**src/rtl/spi_pkg.sv**
```systemverilog
// Shared SPI definitions: FSM state encoding and command-word field layout,
// reused by both the master and the device-side model.
package spi_pkg;

  typedef enum logic [2:0] {
    IDLE       = 3'd0,
    SHIFT_CMD  = 3'd1,
    SHIFT_DATA = 3'd2,
    HOLD       = 3'd3,
    GAP        = 3'd4
  } spi_state_t;

  // Command word = {zero-fill, addr, dir}
  localparam int CMD_DIR_BIT  = 0;
  localparam int CMD_ADDR_LSB = 1;

endpackage

```
**src/rtl/spi_clk_gen.sv**
```systemverilog
// Divides sys_clk by CLK_DIV into a phase tick, rise/fall strobes for the
// next edge of spi_clk, and the registered spi_clk itself.
module spi_clk_gen #(
  parameter int CLK_DIV = 4
) (
  input  logic clk,
  input  logic rst_n,
  input  logic run,
  input  logic toggle,
  output logic spi_clk,
  output logic tick,
  output logic rise,
  output logic fall
);

  localparam int CW = (CLK_DIV > 1) ? $clog2(CLK_DIV) : 1;

  logic [CW-1:0] div_cnt;

  // Strobes are true in the cycle whose closing edge changes spi_clk.
  assign tick = run && (div_cnt == CW'(CLK_DIV - 1));
  assign rise = tick && toggle && !spi_clk;
  assign fall = tick && toggle && spi_clk;

  always_ff @(posedge clk or negedge rst_n) begin
    if (!rst_n) begin
      div_cnt <= '0;
      spi_clk <= 1'b0;
    end else if (!run) begin
      div_cnt <= '0;
      spi_clk <= 1'b0;
    end else begin
      div_cnt <= tick ? '0 : div_cnt + 1'b1;
      if (rise)      spi_clk <= 1'b1;
      else if (fall) spi_clk <= 1'b0;
    end
  end

endmodule

```
**src/rtl/spi_master.sv**
```systemverilog
// SPI master: one command phase then one data phase per frame, LSB first,
// followed by a select-hold period and an inter-frame gap.
module spi_master
  import spi_pkg::*;
#(
  parameter int SPI_CMD_WIDTH  = 8,
  parameter int SPI_DATA_WIDTH = 8,
  parameter int SPI_ADDR_WIDTH = 3,
  parameter int CLK_DIV        = 4
) (
  input  logic                      sys_clk,
  input  logic                      sys_rst_n,
  input  logic                      start,
  input  logic                      cmd_dir,
  input  logic [SPI_ADDR_WIDTH-1:0] cmd_addr,
  input  logic [SPI_DATA_WIDTH-1:0] wr_data,
  output logic [SPI_DATA_WIDTH-1:0] rd_data,
  output logic                      busy,
  output logic                      done,
  output logic                      spi_clk,
  output logic                      spi_sel,
  output logic                      spi_mosi,
  input  logic                      spi_miso
);

  localparam int CMDW  = SPI_CMD_WIDTH;
  localparam int DATW  = SPI_DATA_WIDTH;
  localparam int BMAX  = (CMDW > DATW) ? CMDW : DATW;
  localparam int BW    = (BMAX > 1) ? $clog2(BMAX) : 1;

  spi_state_t state, state_nxt;

  logic [BW-1:0]   bit_cnt;
  logic [CMDW-1:0] cmd_word, cmd_sr, cmd_nxt;
  logic [DATW-1:0] data_sr, data_nxt;
  logic            dir_q;
  logic            run, shifting, tick, rise, fall;
  logic            last_cmd, last_data;

  assign run       = (state != IDLE);
  assign shifting  = (state == SHIFT_CMD) || (state == SHIFT_DATA);
  assign last_cmd  = (bit_cnt == BW'(CMDW - 1));
  assign last_data = (bit_cnt == BW'(DATW - 1));
  assign cmd_nxt   = cmd_sr >> 1;
  assign data_nxt  = data_sr >> 1;

  always_comb begin
    cmd_word = '0;
    cmd_word[CMD_DIR_BIT] = cmd_dir;
    cmd_word[CMD_ADDR_LSB +: SPI_ADDR_WIDTH] = cmd_addr;
  end

  spi_clk_gen #(.CLK_DIV(CLK_DIV)) u_clk_gen (
    .clk    (sys_clk),
    .rst_n  (sys_rst_n),
    .run    (run),
    .toggle (shifting),
    .spi_clk(spi_clk),
    .tick   (tick),
    .rise   (rise),
    .fall   (fall)
  );

  always_ff @(posedge sys_clk or negedge sys_rst_n) begin
    if (!sys_rst_n) state <= IDLE;
    else            state <= state_nxt;
  end

  always_comb begin
    state_nxt = state;
    case (state)
      IDLE:       if (start)             state_nxt = SHIFT_CMD;
      SHIFT_CMD:  if (fall && last_cmd)  state_nxt = SHIFT_DATA;
      SHIFT_DATA: if (fall && last_data) state_nxt = HOLD;
      HOLD:       if (tick)              state_nxt = GAP;
      GAP:        if (tick)              state_nxt = IDLE;
      default:                           state_nxt = IDLE;
    endcase
  end

  // The divider phase counter keeps wrapping through HOLD and GAP, so each
  // of them lasts exactly one tick period.
  always_ff @(posedge sys_clk or negedge sys_rst_n) begin
    if (!sys_rst_n) begin
      bit_cnt  <= '0;
      cmd_sr   <= '0;
      data_sr  <= '0;
      dir_q    <= 1'b0;
      rd_data  <= '0;
      busy     <= 1'b0;
      done     <= 1'b0;
      spi_sel  <= 1'b1;
      spi_mosi <= 1'b0;
    end else begin
      done <= 1'b0;
      case (state)
        IDLE: if (start) begin
          dir_q    <= cmd_dir;
          cmd_sr   <= cmd_word;
          data_sr  <= wr_data;
          bit_cnt  <= '0;
          spi_mosi <= cmd_word[0];
          spi_sel  <= 1'b0;
          busy     <= 1'b1;
        end
        SHIFT_CMD: if (fall) begin
          if (last_cmd) begin
            bit_cnt  <= '0;
            spi_mosi <= dir_q & data_sr[0];
          end else begin
            bit_cnt  <= bit_cnt + 1'b1;
            cmd_sr   <= cmd_nxt;
            spi_mosi <= cmd_nxt[0];
          end
        end
        SHIFT_DATA: begin
          // Read frames reuse the payload register as the receive shifter.
          if (rise && !dir_q)
            data_sr <= data_nxt | (DATW'(spi_miso) << (DATW - 1));
          if (fall) begin
            if (last_data) begin
              bit_cnt  <= '0;
              spi_mosi <= 1'b0;
            end else begin
              bit_cnt  <= bit_cnt + 1'b1;
              spi_mosi <= dir_q & data_nxt[0];
              if (dir_q) data_sr <= data_nxt;
            end
          end
        end
        HOLD: if (tick) begin
          spi_sel <= 1'b1;
          done    <= 1'b1;
          if (!dir_q) rd_data <= data_sr;
        end
        GAP: if (tick) busy <= 1'b0;
        default: ;
      endcase
    end
  end

endmodule

```
**config.mk**
```make
export PLATFORM = sky130hd
export DESIGN_NAME = spi_master
export DESIGN_NICKNAME = d
export VERILOG_FILES = /design/src/rtl/spi_pkg.sv /design/src/rtl/spi_clk_gen.sv /design/src/rtl/spi_master.sv
export SDC_FILE = /design/constraint.sdc
export NUM_CORES = 1
export LEC_CHECK = 0
export ABC_AREA = 1
export CAP_MARGIN = 20
export CORE_MARGIN = 1
export CORE_UTILIZATION = 25
export CTS_CLUSTER_DIAMETER = 60
export CTS_CLUSTER_SIZE = 12
export DETAILED_ROUTE_END_ITERATION = 10
export PLACE_DENSITY = 0.41
export SYNTH_ARGS = -nofsm -noshare
export SYNTH_HDL_FRONTEND = slang
export SYNTH_SLANG_ARGS = --single-unit
```
**constraint.sdc**
```tcl
create_clock -name sys_clk -period 1.5 [get_ports sys_clk]
set_input_delay 0.15 -clock sys_clk [delete_from_list [all_inputs] [get_ports sys_clk]]
set_output_delay 0.15 -clock sys_clk [all_outputs]
set_load 0.02 [all_outputs]
```
==> run_results.csv <==
group,metric,value,unit
place,portBuffers,28,
timing,grt_setup_unrepaired,"true",
grt,antenna_found_initial,0,
detailed_routing,drtIter0Drc,37,
die,dieArea,7040,um2
synthesis,ys_seq_area_frac,0.493,
critical_path,arrival,1.73,ns
timing,fin_crit,1.56,ns
layout,drive_gt1_frac,0.389,
layout,area_growth,68.8,%
die,core_area,6420,um2
timing,setup_viol,7,
clocking,cts-hold-fix-buffers,0,
critical_path,crit_type,"reg -> reg",
critical_path,worstSetupStartpointType,"flop",
clocking,cts_tree,"yes",
synthesis,synth_cells,202,
layout,fillers,627,
pwr,p_per_area,1500,nW/um2
layout,final_util,0.441,
die,io_pins,29,
timing,setup_slack,-0.0571,ns
grt,grt_pass1_vias,1605,
layout,antennaDiodeCount,0,
layout,layout.nets,306,
run,maxCapViolations,0,
clocking,htreeDepth,2,
die,die_x,83.9,um
grt,grt_pass1_wl,7.71,mm
critical_path,cp_max_fo,7,
clocking,root_buffer,"clkbuf_8",
clocking,cts_max_path_buffers,2,
detailed_routing,first_pass_iters,6,
pwr,leakage,0.00137,uW
status,violations,"DRC, setup timing",
clocking,clk_pin_slew_worst_paths,0.07,ns
critical_path,endpoint_kind,"flop",
detailed_routing,antenna_left,0,
timing,finalClockSkew,0.00554,ns
timing,slew_viol_final,0,
pwr,peakVddDrop,0.690,mV
synthesis,synth.distinct_cells,26,
layout,final_cells,365,
clocking,clkLatencyLatePin,0.29,ns
critical_path,worstPathRequired,1.67,ns
synthesis,yosys_warnings,0,
clocking,cts_made_buffers,5,
synthesis,syn-cell-area,1680,um2
die,die_h,83.9,um
timing,hold_viol,0,
grt,grt_max_degree,34,
timing,whs,0.226,ns
grt,grt-ovfl-total,0,
detailed_routing,vias,1617,
clocking,cts_sinks,33,
die,start_util,0.261,
detailed_routing,wl,4.56,mm
detailed_routing,viasPerCell,4.43,
timing,worst_pin_slew,0.297,ns
timing,relSlewSlack,0.801,
detailed_routing,post_drt_wl_per_cell,12.5,um
detailed_routing,drc_errors,1,
synthesis,synth_edf_count,0,
die,rows,29,
worst_hold_path,hp-class,"in -> async",
grt,grt_use_total,0.140,
synthesis,syn-num-nets,221,
status,status,"finished with violations",
place,dp_cells,340,
synthesis,synthArstFlopShare,1.00,
timing,fin_crit_sh,1.04,
timing,fmax,0.642,GHz
place,place.gp.congestion,0.747,
synthesis,synthFlopType,"dfrtp_1",
synthesis,synth-seq-cells,33,
synthesis,postSynthAreaPerCell,8.31,um2
place,dp_hpwl,3.29,mm
[synthesized netlist by cell type (2+ instances only)]
master | instances | area, um2
a21oi_1 | 13 | 65.1
a21oi_2 | 2 | 17.5
dfrtp_1 | 32 | 801
ha_1 | 3 | 37.5
inv_1 | 24 | 90.1
inv_2 | 4 | 15.0
mux2i_1 | 2 | 20.0
nand2_1 | 50 | 188
nand2_2 | 6 | 37.5
nand2_4 | 2 | 22.5
nand3_1 | 16 | 80.1
nand4_2 | 3 | 37.5
nor2_1 | 9 | 33.8
nor2_2 | 2 | 12.5
nor3_1 | 2 | 10.0
nor3_2 | 2 | 20.0
o21ai_0 | 8 | 40.0
o21ai_1 | 13 | 65.1
o31ai_1 | 2 | 15.0
[power breakdown]
group	total [uW]	internal, uW	switching (uW)
combinational	1950	919	1030
clock	1000	660	341
sequential	1300	1150	148
total	4250	2730	1520
[final timing paths]
check                                     startpoint                   end  slack, ns  depth (start not counted)
worst max-delay path                        state[1]            data_sr[7]      -0.06                          7
worst min-delay path                       sys_rst_n              state[1]       0.23                          2
worst max register to register              state[1]            data_sr[7]      -0.06                          7
worst min register to register  u_clk_gen.div_cnt[0]  u_clk_gen.div_cnt[0]       0.44                          1
max in group asynchronous                  sys_rst_n               spi_sel       1.03                          2
min in group sys_clk                     cmd_addr[2]             cmd_sr[3]       0.43                          3
[logic make-up (layout without fill, tap and decap cells)]
logic type      Yosys count  in the layout  share of synthesized area
buf+inv                  29            114                     0.0656
flops                    33             33                      0.493
compound gates           41             41                      0.133
fa+ha+maj                 3              3                     0.0224
mux                       2              2                     0.0119
simple gates             94             95                      0.274
[through the flow]
step           power (uW)  worst slack, ns  setup TNS, ns  area, um2
2_1_floorplan        2180         -0.00732        -0.0203       1710
3_3_place_gp         2820           -0.113         -0.703       2350
3_5_place_dp         2820          -0.0912         -0.695       2350
4_1_cts              4090          -0.0357         -0.172       2670
5_1_grt              4580           -0.142          -2.39       2830
6_report             4250          -0.0571         -0.177       2830
[worst max-delay path, cell delays in order, from the launching register on]
cell and delay (ns):
dfrtp_1 0.42, nor2_4 0.19, nand2_4 0.09, nand2_8 0.11, nand4_4 0.19, buf_6 0.18, o21bai_1 0.15, a21oi_1 0.09
[final cells by class]
class	count	area, um2	share of cell area
Tap cell	77	96.3	0.0340
Clock buffer	5	68.8	0.0243
Timing Repair Buffer	78	704	0.249
Multi-Input combinational cell	141	961	0.339
Sequential cell	33	827	0.292
Clock inverter	3	65.1	0.0230
Inverter	28	110	0.0389
[sequential cells by signal, summed over array words and instances (netlist names)]
signal             flops
bit_cnt                3
busy                   1
cmd_sr                 3
data_sr                8
dir_q                  1
done                   1
rd_data                8
spi_mosi               1
spi_sel                1
state                  3
u_clk_gen.div_cnt      2
u_clk_gen.spi_clk      1
[timing repair]
| action | CTS | global route |
|---|---|---|
| pin swaps | 12 | 15 |
| gates resized for setup | 26 | 29 |
| setup buffers | 10 | 6 |
| endpoints found under the setup margin | 26 | 26 |
| cloned | 1 | 0 |
[metal layers]
metal	vias up	track usage	routed length [um]
met3	5	0.0326	87
met1	760	0.192	2280
met4	0	0.0470	67
li1	837	-	-
met5	-	0	0
met2	15	0.218	2130
[cell usage in the layout (no fill, tap or decap), types with 2 or more instances in the layout]
cell type / netlist / final
buf_6: 0 / 10
o31ai_2: 0 / 2
a21oi_2: 2 / 4
inv_1: 24 / 23
dfrtp_1: 32 / 32
nand3_1: 16 / 6
mux2i_1: 2 / 2
nor2_4: 1 / 3
clkdlybuf4s50_1: 0 / 27
nand4_4: 0 / 4
buf_4: 0 / 39
a21oi_1: 13 / 10
nand2_4: 2 / 6
nand3_2: 0 / 10
clkbuf_8: 0 / 5
o21ai_0: 8 / 4
ha_2: 0 / 2
o21ai_1: 13 / 16
nand2_2: 6 / 9
nand2_1: 50 / 42
bufinv_16: 0 / 2
nor2_1: 9 / 8
inv_2: 4 / 4
nor3_1: 2 / 2
(Power assumes the default switching activity.)
